`src/rtl/io_map_pkg.sv`:
```
// Shared CPU IO-bus definitions: widths, default peripheral bases, register
// offsets and the registered load-response record.
package io_map_pkg;
  localparam int IO_DW = 32;
  localparam int IO_AW = 10;

  localparam logic [IO_AW-1:0] IO_LED_BASE = 10'h3E0;
  localparam logic [IO_AW-1:0] IO_SW_BASE  = 10'h3F0;

  typedef enum logic [1:0] {
    REG_LEVEL = 2'd0,
    REG_EDGE  = 2'd1,
    REG_MASK  = 2'd2
  } reg_off_e;

  typedef struct packed {
    logic             vld;
    logic [IO_DW-1:0] data;
  } ld_rsp_t;
endpackage

```
`src/rtl/io_sw_in_if.sv`:
```
// CPU IO load/store bus as seen by a memory-mapped peripheral.
interface io_sw_in_if;
  import io_map_pkg::*;

  logic             ld_re_io;
  logic [IO_AW-1:0] ld_adr_io;
  logic [IO_DW-1:0] ld_data_io;
  logic             ld_vld;
  logic [3:0]       st_we_io;
  logic [IO_AW-1:0] st_adr_io;
  logic [IO_DW-1:0] st_data_io;

  modport master (
    output ld_re_io, ld_adr_io, st_we_io, st_adr_io, st_data_io,
    input  ld_data_io, ld_vld
  );

  modport slave (
    input  ld_re_io, ld_adr_io, st_we_io, st_adr_io, st_data_io,
    output ld_data_io, ld_vld
  );
endinterface

```
`src/rtl/io_debounce.sv`:
```
// Two-flop synchroniser plus prescaled two-sample debounce; a new input value
// is accepted only after it has been seen on consecutive prescaler ticks.
module io_debounce #(
  parameter int NIN       = 4,
  parameter int DB_CYCLES = 50000
) (
  input  logic           clk,
  input  logic           rst,
  input  logic [NIN-1:0] btn_in,
  output logic [NIN-1:0] level
);
  localparam int            CW      = (DB_CYCLES > 1) ? $clog2(DB_CYCLES) : 1;
  localparam logic [CW-1:0] CNT_MAX = CW'(DB_CYCLES - 1);

  logic [NIN-1:0] sync0_q, sync0_d, sync1_q, sync1_d;
  logic [NIN-1:0] s0_q, s0_d, s1_q, s1_d;
  logic [NIN-1:0] level_q, level_d;
  logic [CW-1:0]  cnt_q, cnt_d;
  logic           tick;

  always_comb begin
    sync0_d = btn_in;
    sync1_d = sync0_q;
    tick    = (cnt_q == CNT_MAX);
    cnt_d   = tick ? '0 : cnt_q + 1'b1;
    s0_d    = s0_q;
    s1_d    = s1_q;
    level_d = level_q;
    if (tick) begin
      s0_d    = sync1_q;
      s1_d    = s0_q;
      // bits whose two samples agree take the sampled value, others hold
      level_d = (s1_q & ~(s0_q ^ s1_q)) | (level_q & (s0_q ^ s1_q));
    end
  end

  always_ff @(posedge clk) begin
    if (rst) begin
      sync0_q <= '0;
      sync1_q <= '0;
      s0_q    <= '0;
      s1_q    <= '0;
      level_q <= '0;
      cnt_q   <= '0;
    end else begin
      sync0_q <= sync0_d;
      sync1_q <= sync1_d;
      s0_q    <= s0_d;
      s1_q    <= s1_d;
      level_q <= level_d;
      cnt_q   <= cnt_d;
    end
  end

  assign level = level_q;
endmodule

```
`src/rtl/io_sw_in.sv`:
```
// Memory-mapped switch/button input: debounced LEVEL, sticky rising-edge EDGE
// (read-to-clear), writable MASK and a registered level IRQ.
module io_sw_in
  import io_map_pkg::*;
#(
  parameter int               NIN       = 4,
  parameter logic [IO_AW-1:0] BASE_ADR  = IO_SW_BASE,
  parameter int               DB_CYCLES = 50000
) (
  input  logic           clk,
  input  logic           rst,
  input  logic [NIN-1:0] btn_in,
  io_sw_in_if.slave      bus,
  output logic           irq
);
  logic [NIN-1:0] level;
  logic [NIN-1:0] level_prev_q, level_prev_d;
  logic [NIN-1:0] edge_q, edge_d;
  logic [NIN-1:0] mask_q, mask_d;
  logic           irq_q, irq_d;
  ld_rsp_t        rsp_q, rsp_d;

  logic [IO_AW:0] ld_adr_x, base_x;
  logic           ld_hit, st_hit;
  reg_off_e       ld_off;
  logic [NIN-1:0] rise, edge_clr;
  logic           unused_st;

  io_debounce #(.NIN(NIN), .DB_CYCLES(DB_CYCLES)) u_db (
    .clk    (clk),
    .rst    (rst),
    .btn_in (btn_in),
    .level  (level)
  );

  always_comb begin
    // widen by one bit so a base near the top of the IO space cannot wrap
    ld_adr_x = {1'b0, bus.ld_adr_io};
    base_x   = {1'b0, BASE_ADR};
    ld_hit   = bus.ld_re_io && (ld_adr_x >= base_x) &&
               (ld_adr_x <= base_x + (IO_AW+1)'(REG_MASK));
    ld_off   = reg_off_e'(2'(bus.ld_adr_io - BASE_ADR));
    st_hit   = bus.st_we_io[0] && (bus.st_adr_io == BASE_ADR + IO_AW'(REG_MASK));

    rise     = level & ~level_prev_q;
    edge_clr = {NIN{ld_hit && (ld_off == REG_EDGE)}};

    level_prev_d = level;
    edge_d       = (edge_q & ~edge_clr) | rise;
    mask_d       = st_hit ? bus.st_data_io[NIN-1:0] : mask_q;
    irq_d        = |(edge_q & mask_q);

    rsp_d = '0;
    if (ld_hit) begin
      rsp_d.vld = 1'b1;
      case (ld_off)
        REG_LEVEL: rsp_d.data = IO_DW'(level);
        REG_EDGE:  rsp_d.data = IO_DW'(edge_q);
        REG_MASK:  rsp_d.data = IO_DW'(mask_q);
        default:   rsp_d.data = '0;
      endcase
    end
  end

  always_ff @(posedge clk) begin
    if (rst) begin
      level_prev_q <= '0;
      edge_q       <= '0;
      mask_q       <= '0;
      irq_q        <= 1'b0;
      rsp_q        <= '0;
    end else begin
      level_prev_q <= level_prev_d;
      edge_q       <= edge_d;
      mask_q       <= mask_d;
      irq_q        <= irq_d;
      rsp_q        <= rsp_d;
    end
  end

  assign bus.ld_vld     = rsp_q.vld;
  assign bus.ld_data_io = rsp_q.data;
  assign irq            = irq_q;

  assign unused_st = ^{bus.st_we_io[3:1], bus.st_data_io[IO_DW-1:NIN]};
endmodule

```
`src/flat_wrapper.sv`:
```
// flat-port wrapper written by rule: the top's interface ports become plain ports
module io_sw_in_flat import io_map_pkg::*;
#(
  parameter int               NIN       = 4,
  parameter logic [IO_AW-1:0] BASE_ADR  = IO_SW_BASE,
  parameter int               DB_CYCLES = 50000
)
  (clk, rst, btn_in, irq, bus_ld_re_io, bus_ld_adr_io, bus_st_we_io, bus_st_adr_io, bus_st_data_io, bus_ld_data_io, bus_ld_vld);
  io_sw_in_if bus_i ();
  input  logic clk;
  input  logic rst;
  input  logic [NIN-1:0] btn_in;
  output logic irq;
  input wire logic [$bits(bus_i.ld_re_io)-1:0] bus_ld_re_io;
  input wire logic [$bits(bus_i.ld_adr_io)-1:0] bus_ld_adr_io;
  input wire logic [$bits(bus_i.st_we_io)-1:0] bus_st_we_io;
  input wire logic [$bits(bus_i.st_adr_io)-1:0] bus_st_adr_io;
  input wire logic [$bits(bus_i.st_data_io)-1:0] bus_st_data_io;
  output wire logic [$bits(bus_i.ld_data_io)-1:0] bus_ld_data_io;
  output wire logic [$bits(bus_i.ld_vld)-1:0] bus_ld_vld;
  assign bus_i.ld_re_io = bus_ld_re_io;
  assign bus_i.ld_adr_io = bus_ld_adr_io;
  assign bus_i.st_we_io = bus_st_we_io;
  assign bus_i.st_adr_io = bus_st_adr_io;
  assign bus_i.st_data_io = bus_st_data_io;
  assign bus_ld_data_io = bus_i.ld_data_io;
  assign bus_ld_vld = bus_i.ld_vld;
  io_sw_in #(.NIN(NIN), .BASE_ADR(BASE_ADR), .DB_CYCLES(DB_CYCLES)) u_core (.clk(clk), .rst(rst), .btn_in(btn_in), .bus(bus_i), .irq(irq));
endmodule
```
`config.mk`:
```
export PLATFORM = sky130hd
export DESIGN_NAME = io_sw_in_flat
export DESIGN_NICKNAME = d
export VERILOG_FILES = /design/src/rtl/io_map_pkg.sv /design/src/rtl/io_sw_in_if.sv /design/src/rtl/io_debounce.sv /design/src/rtl/io_sw_in.sv /design/src/flat_wrapper.sv
export SDC_FILE = /design/constraint.sdc
export NUM_CORES = 1
export LEC_CHECK = 0
export CAP_MARGIN = 0
export CORE_MARGIN = 2
export CORE_UTILIZATION = 46
export DETAILED_ROUTE_END_ITERATION = 16
export PLACE_DENSITY = 0.95
export REMOVE_ABC_BUFFERS = 1
export SETUP_SLACK_MARGIN = 0.4
export SLEW_MARGIN = 25
export SYNTH_ARGS = -nofsm -noshare
export SYNTH_HDL_FRONTEND = slang
export SYNTH_SLANG_ARGS = --single-unit
```
`constraint.sdc`:
```
create_clock -name clk -period 2.9 [get_ports clk]
set_input_delay 0.435 -clock clk [delete_from_list [all_inputs] [get_ports clk]]
set_output_delay 0.435 -clock clk [all_outputs]
set_load 0.05 [all_outputs]
```
# Word level (Yosys, flattened, before mapping)
# Index checks and enable logic that the tools add are counted.
# op_classes
magnitude_cmp,2
muxes,2
bitwise_logic,12
n_eq_ne,4
add_sub_neg,2
n_reduce_logical,8
# op_table
cell,n
33-bit 2-to-1 mux,1
4-bit bitwise AND,5
16-bit by 1-bit adder with 16-bit output (second input constant),1
16-bit equality test (second input constant),1
4-bit NOT,3
4-bit one-hot mux with 3 select lines,1
10-bit equality test (second input constant),1
10-bit greater-or-equal comparator (second input constant),1
10-bit less-or-equal comparator (second input constant),1
4-bit bitwise OR,2
1-bit logical AND,4
2-bit OR reduction,2
4-bit OR reduction,1
4-bit XOR,1
2-bit by 1-bit equality test with 1-bit output (second input constant),1
2-bit equality test (second input constant),1
2-bit zero test,1
2-bit by 1-bit subtractor with 2-bit output (second input constant),1
1-bit NOT,1
# word_totals
output_inout_bits,34
register_bits,82
wordCells,42
input_bits,63

# Logic depth before layout (Yosys ltp)
# Gate-level depths: netlist of the first run.
# depth
depth_word,7
mapped_depth,8
depth_no_buf,5

# Cells and area by module
# From an unflattened synthesis of the first run, not the netlist that was laid out.
# unflattened
cells_unflattened,250
area_unflattened_um2,2451.1
# modules_own_cells
mod,cells_each,seq_area_each_um2,instances,area_per_inst_um2
io_debounce,144,720.7,1,1451.4
io_sw_in,106,360.3,1,999.7

# Least setup slack after synthesis of the first run
# Ideal clock, no wire load.
# synth_timing
kind,flip-flop to flip-flop
startpoint,register u_core.u_db.cnt_q[0]
endpoint,register u_core.u_db.cnt_q[12]
required_time_ns,2.838
setup_slack_ns,1.178
arrival_time_ns,1.659
stages_incl_launch_ff,9
path_cell_list,dfxtp_1 > ha_1 > and3_1 > and4_1 > buf_6 > or2_1 > buf_6 > buf_6 > nor2_4
# synth_via
elab_chain_cells,2
elab_cells_between_ends,3
# synth_rtl
item,line_no,text
"start, declared",io_debounce.sv:18,"logic [CW-1:0] cnt_q, cnt_d;"
"start signal, assigned",io_debounce.sv:51,cnt_q <= cnt_d;
"parallel branches: the longest is 2 deep, another holds 16-bit by 1-bit adder with 16-bit output",--,
# Parallel ways; which one is timed is not known.
# A chain may end at the register's enable or synchronous reset.

# Worst setup path in the final report of the first run
# layout_timing
startpoint,register u_core.u_db.cnt_q[0]
endpoint,register u_core.u_db.cnt_q[5]
# The elaborated chain is that of the path after synthesis.

==> results.cfg, run 1 <==
[die]
start_util = 0.4719
die_h_um = 76.16
chipWidth_um = 76.16
num_rows = 26
num_io_pins = 97
die_area_sq_um = 5800
core_sq_um = 5075

[logic_synthesis]
synth_top_area_frac = 0.4514
synth-seq-cells = 54
yosysSeqAreaShare = 0.4514
synth_area_sq_um = 2395
async_flop_share = 0
synth_edf_count = 0
synth.most_common_cell = dfxtp_1
dominantRegCellSynth = dfxtp_1
syn_avg_cell_area_sq_um = 9.735
synth_area_leader_cell = dfxtp_1
ys_types = 38
ys_top_cells_by_area = dfxtp_1, buf_4, mux2i_1, xnor2_1, nor2_4
ys_warn_count = 0
synth_cells = 246
synth_common_cells = dfxtp_1, buf_4, nor2_1, mux2i_1, nor2b_1

[layout]
antenna-diode-count = 0
layout.nets = 348
areaGrowthSynthToFinish_pct = 17.66
drive_gt1_frac = 0.07394

[power_and_ir_drop]
vdd_ir_drop_max_v = 0.0003851
p_leak_nw = 0.9759
cellPowerDensity_nw_per_um2 = 496.5
power_mw = 1.399

[cts]
cts_hold_buf = 0
postCtsSetupRepairBufs = 0
h-tree-depth = 2
cts.sinks = 54
cts_buffers = 5
cts_tree = built
clock_path_buffers = 2
cts-root-buf = clkbuf_8
postCtsResizedCells = 0
clk_latency_ns = 0.30
cts.clk_slew.worst_paths_ns = 0.09

[setup_path]
worstPathArrival_ns = 2.11
crit_start = u_core.u_db.cnt_q[0]
r2r_cells = 7
cp-endpoint = u_core.u_db.cnt_q[5]
end_kind = flip-flop
rr_startpoint = u_core.u_db.cnt_q[0]
startpoint_type = flip-flop
crit_type = reg2reg
regToRegSetupSlack_ns = 0.98
regToRegEndpoint = u_core.u_db.cnt_q[5]
cp.required_ns = 3.09
crit_fanout = 17

[job]
cap_violations = 0

[placement]
place.gp.congestion = 0.8839
io_buffers = 37
dp_hpwl_um = 3147

[grt]
antenna_found_initial = 0
grt_max_degree = 27
grt_pass1_wl_um = 6948
grt_overflow = 0
grt_pass1_vias = 1612
grtUsageTotal = 0.1461

[timing]
worst_pin_slew_ns = 0.5169
fin_crit_ns = 1.923
hold_viol = 0
maxSlewHeadroom = 0.6543
slew_viol_final = 0
tns_ns = 0
setup_viol = 0
max_freq_ghz = 0.5199
fin_skew_ns = 0.009722
rsz0062_at_grt = false
period_share = 0.6632

[worst_hold_path]
hp-class = reg2reg

[outcome]
status = finished clean

[route]
drc = 0
vias_per_cell = 4.791
routed_wl_um = 4200
drt-pass1-iter-count = 4
wl_per_cell_um = 11.86
route.vias.total = 1696
drt_first_iter_violations = 64
ant_nets = 0
-- state kept, by name, summed over array words and instances, names as in the netlist, named ones only --
| register | cells |
|---|---|
| u_core.u_db.s1_q | 4 |
| u_core.edge_q | 4 |
| u_core.bus.ld_data_io | 4 |
| u_core.u_db.s0_q | 4 |
| u_core.u_db.cnt_q | 16 |
| u_core.level_prev_q | 4 |
| u_core.u_db.sync0_q | 4 |
| u_core.mask_q | 4 |
| u_core.irq | 1 |
| u_core.u_db.sync1_q | 4 |
| u_core.bus.ld_vld | 1 |
-- cell type report --
cell class              count  area [sq um]
clock buffers               5         68.82
well taps                  70         87.58
flip-flops and latches     54          1081
clock inverters             2         38.79
fillers                   441          2257
multi-input cells         174          1115
repair buffers             40         392.9
inverters                   9         33.78
-- placed cells by master, fill, tap and decap left out, types with 2 or more instances in the layout --
master and n:
dfxtp_1 54, clkdlybuf4s50_1 37, conb_1 28, nor2_1 19
mux2i_1 16, nor2b_1 13, xnor2_1 12, inv_1 9
nand2_1 8, o21ai_0 8, nand3_1 8, nor2_4 8
a31oi_1 5, nand4_1 5, clkbuf_8 5, and2_1 4
a22o_1 4, nand2b_1 4, nor3_1 4, nor4bb_1 3
and3_1 3, nor4_1 3, buf_4 3, and4_1 2
nor4b_1 2, a21oi_1 2, a22oi_1 2, nor2_2 2
-- where the power goes --
| group | internal [mW] | switching, mW |
|---|---|---|
| logic | 0.0489 | 0.108 |
| registers | 0.750 | 0.00507 |
| clock network | 0.254 | 0.234 |
| total | 1.05 | 0.346 |
-- worst min-delay path by stage --
stage	startpoint	end	slack [ns]	depth (start not counted)
finish	u_core.u_db.sync0_q[0]	u_core.u_db.sync1_q[0]	0.45	1
global route	u_core.u_db.sync0_q[1]	u_core.u_db.sync1_q[1]	0.46	1
CTS	u_core.u_db.sync0_q[0]	u_core.u_db.sync1_q[0]	0.45	1
detailed placement	u_core.u_db.sync0_q[0]	u_core.u_db.sync1_q[0]	0.42	1
global placement	u_core.u_db.sync0_q[1]	u_core.u_db.sync1_q[1]	0.42	1
floorplan	u_core.u_db.sync0_q[0]	u_core.u_db.sync1_q[0]	0.41	1
-- cell families (layout without fill, tap and decap cells) --
family | Yosys count | count (layout) | synth area share
compound gates | 22 | 22 | 0.05851
flops | 54 | 54 | 0.4514
fa+ha+maj | 1 | 1 | 0.005224
other cells | 1 | 28 | 0.001566
buf+inv | 45 | 56 | 0.1254
xor+xnor | 13 | 13 | 0.04754
mux | 16 | 16 | 0.06687
simple gates | 94 | 94 | 0.2435
-- per-stage QoR --
step / std cells / utilization / area (sq um) / hold slack [ns] / setup slack, ns
after global placement: 347 / 0.5340 / 2710 / 0.4187 / 0.9667
after detailed placement: 347 / 0.5340 / 2710 / 0.4231 / 0.9336
after CTS: 354 / 0.5552 / 2818 / 0.4451 / 0.9806
final: 354 / 0.5552 / 2818 / 0.4490 / 0.9766
after floorplan: 237 / - / 2230 / 0.4138 / 0.5989
after global routing: 354 / 0.5552 / 2818 / 0.4595 / 0.8504
-- critical path, stage by stage (launching register included) --
cell     delay [ns]
dfxtp_1        0.40
ha_1           0.25
and3_1         0.22
and4_1         0.19
buf_4          0.22
or2_1          0.13
buf_4          0.30
nor2_1         0.09
-- layer usage --
metal  wire length (um)  track usage
met1               1886       0.1704
met2               1934       0.2500
met3                314      0.05450
met4                 65      0.04545
met5                  0            0
No activity file was read; power rests on OpenSTA's default activity.
==> run 2, diff against run 1 <==
--- a/config.mk
+++ b/config.mk
@@ -7,9 +7,9 @@
 export LEC_CHECK = 0
 export CAP_MARGIN = 0
 export CORE_MARGIN = 2
-export CORE_UTILIZATION = 46
+export CORE_UTILIZATION = 43
 export DETAILED_ROUTE_END_ITERATION = 16
-export PLACE_DENSITY = 0.95
+export PLACE_DENSITY = 0.91
 export REMOVE_ABC_BUFFERS = 1
 export SETUP_SLACK_MARGIN = 0.4
 export SLEW_MARGIN = 25
==> constraint.sdc (replaced) <==
create_clock -name clk -period 2 [get_ports clk]
set_input_delay 0.3 -clock clk [delete_from_list [all_inputs] [get_ports clk]]
set_output_delay 0.3 -clock clk [all_outputs]
set_load 0.05 [all_outputs]
==> run 2 against run 1 <==
Compared with the run above:
- combinational power grew 50%
- fmax grew 26%
- non-clock buffer count grew 6
- largest cell class unchanged
- highest routed layer unchanged
- hold slack lost 0.0089 ns
- sequential cell count is the same
- via count grew 2.0%
- final cell count grew 2.5%
- count of clock-buffer cells in the layout is the same
- first-iteration DRC count grew 52%
- critical path depth shrank 2
==> results.cfg, run 2 (synthesis results as in run 1) <==
[grt]
top_usage_layer = met2
grt_overflow = 0
grt_pass1_vias = 1581
grt_pass1_wl_um = 6768
antenna_found_initial = 0
met2_usage = 0.2179
grtUsageTotal = 0.1367
grt_max_degree = 26
grt_use_met1 = 0.1624
use_met3 = 0.04253

[setup_path]
worstPathArrival_ns = 1.73
critPathMaxStageDelay_ns = 0.40
cpLargestDelayFamily = simple AND/OR/NAND/NOR gates
worst-path-buf-inv = 1
startpoint_type = flip-flop
cp.required_ns = 2.20
end_kind = flip-flop
crit_fanout = 15
cpMaxStageDelayCell = dfxtp_1
cp_cell_sequence = nor4bb_1 -> and4_4 -> or2_1 -> buf_8 -> nor2_1
crit_type = reg2reg

[cts]
cts_buffers = 5
cts_tree = built
h-tree-depth = 2
cts_hold_buf = 0
cts.clk_slew.worst_paths_ns = 0.09
clock_path_buffers = 2
clk_latency_ns = 0.31
cts.sinks = 54
cts-root-buf = clkbuf_8

[route]
vias_per_cell = 4.766
route.vias.total = 1730
wl_per_cell_um = 11.73
drt_first_iter_violations = 97
ant_nets = 0
drt-pass1-iter-count = 4
drc = 0
routed_wl_um = 4259

[die]
die_area_sq_um = 6182
start_util = 0.4403
die_h_um = 78.63
chipWidth_um = 78.63
num_io_pins = 97
num_rows = 27
core_sq_um = 5439

[timing]
hold_slack_ns = 0.4401
fin_skew_ns = 0.008273
hold_viol = 0
slew_viol_final = 0
rsz0062_at_grt = false
max_freq_ghz = 0.6550
fin_crit_ns = 1.527
setup_viol = 0
period_share = 0.7634
tns_ns = 0

[outcome]
status = finished clean

[placement]
placed_area_sq_um = 2735
dp_hpwl_um = 3010
place.gp.congestion = 0.8315
io_buffers = 37

[layout]
postLayoutCellArea_sq_um = 2903
n_fill_cell = 463
regMostFlops = u_core.u_db.cnt_q
multi_input_area_sq_um = 1146
layout_common_cells = dfxtp_1, clkdlybuf4s50_1, conb_1
final-seq-area_sq_um = 1085
post-route-util = 0.5337
antenna-diode-count = 0
largest_reg_flops = 16
final_common_cell = dfxtp_1
drive_gt1_frac = 0.1237
layout.nets = 354
areaGrowthSynthToFinish_pct = 21.21

[power_and_ir_drop]
vdd_ir_drop_max_v = 0.0003701
p_leak_nw = 1.042
cellPowerDensity_nw_per_um2 = 704.3

[job]
cap_violations = 0

[worst_hold_path]
hp-class = reg2reg
## run 2: cell types whose count changed in the layout (fill, tap and decap cells not counted), sizes merged
| cell | change |
|---|---|
| buf | +6 |
| clkdlybuf4s50 | -6 |
| dlygate4sd2 | +6 |
| clkinv | +1 |
## run 2: routing by layer
| layer | wire (um) | part of all wire |
|---|---|---|
| met2 | 2004 | 0.47 |
| met1 | 1854 | 0.44 |
| met4 | 64 | 0.015 |
| met5 | 0 | 0 |
| met3 | 335 | 0.079 |
## run 2: stage by stage
step	total power, mW	setup slack [ns]	std cells
6_report	2.045	0.4732	363
3_3_place_gp	1.346	0.2372	352
3_5_place_dp	1.349	0.2067	352
4_1_cts	2.056	0.4162	362
5_1_grt	2.129	0.3934	363
2_1_floorplan	1.263	-0.3011	237
## run 2: power breakdown
| group | switching (mW) | total, mW | leakage (nW) | internal (mW) |
|---|---|---|---|---|
| logic | 0.157 | 0.235 | 0.546 | 0.0778 |
| clock network | 0.344 | 0.713 | 0.0579 | 0.369 |
| registers | 0.00867 | 1.10 | 0.438 | 1.09 |
| total | 0.510 | 2.04 | 1.04 | 1.53 |
## run 2: final timing paths
kind | from | end | slack [ns] | cells after the start
hold / removal | u_core.u_db.sync0_q[3] | u_core.u_db.sync1_q[3] | 0.44 | 1
setup / recovery | u_core.u_db.cnt_q[8] | u_core.u_db.cnt_q[6] | 0.47 | 5
hold reg to reg | u_core.u_db.sync0_q[3] | u_core.u_db.sync1_q[3] | 0.44 | 1
setup reg to reg | u_core.u_db.cnt_q[8] | u_core.u_db.cnt_q[6] | 0.47 | 5
## run 2: worst register-to-register path, cell delays in order (launching register included)
cell and delay [ns]:
dfxtp_1 0.40, nor4bb_1 0.32, and4_4 0.28, or2_1 0.13
buf_8 0.21, nor2_1 0.08
## run 2: layout make-up
type	count	area share
Multi-Input combinational cell	174	0.3948
Timing Repair Buffer	46	0.1513
Tap cell	72	0.03103
Inverter	9	0.01164
Sequential cell	54	0.3737
Clock inverter	3	0.01379
Clock buffer	5	0.02371
## run 2: what timing repair did
| action | 4_1_cts | 5_1_grt |
|---|---|---|
| setup endpoints to repair | 33 | 27 |
| cloned | 0 | 1 |
| buffers inserted | 2 | 0 |
| resized for setup | 11 | 7 |
| pin swaps | 1 | 0 |
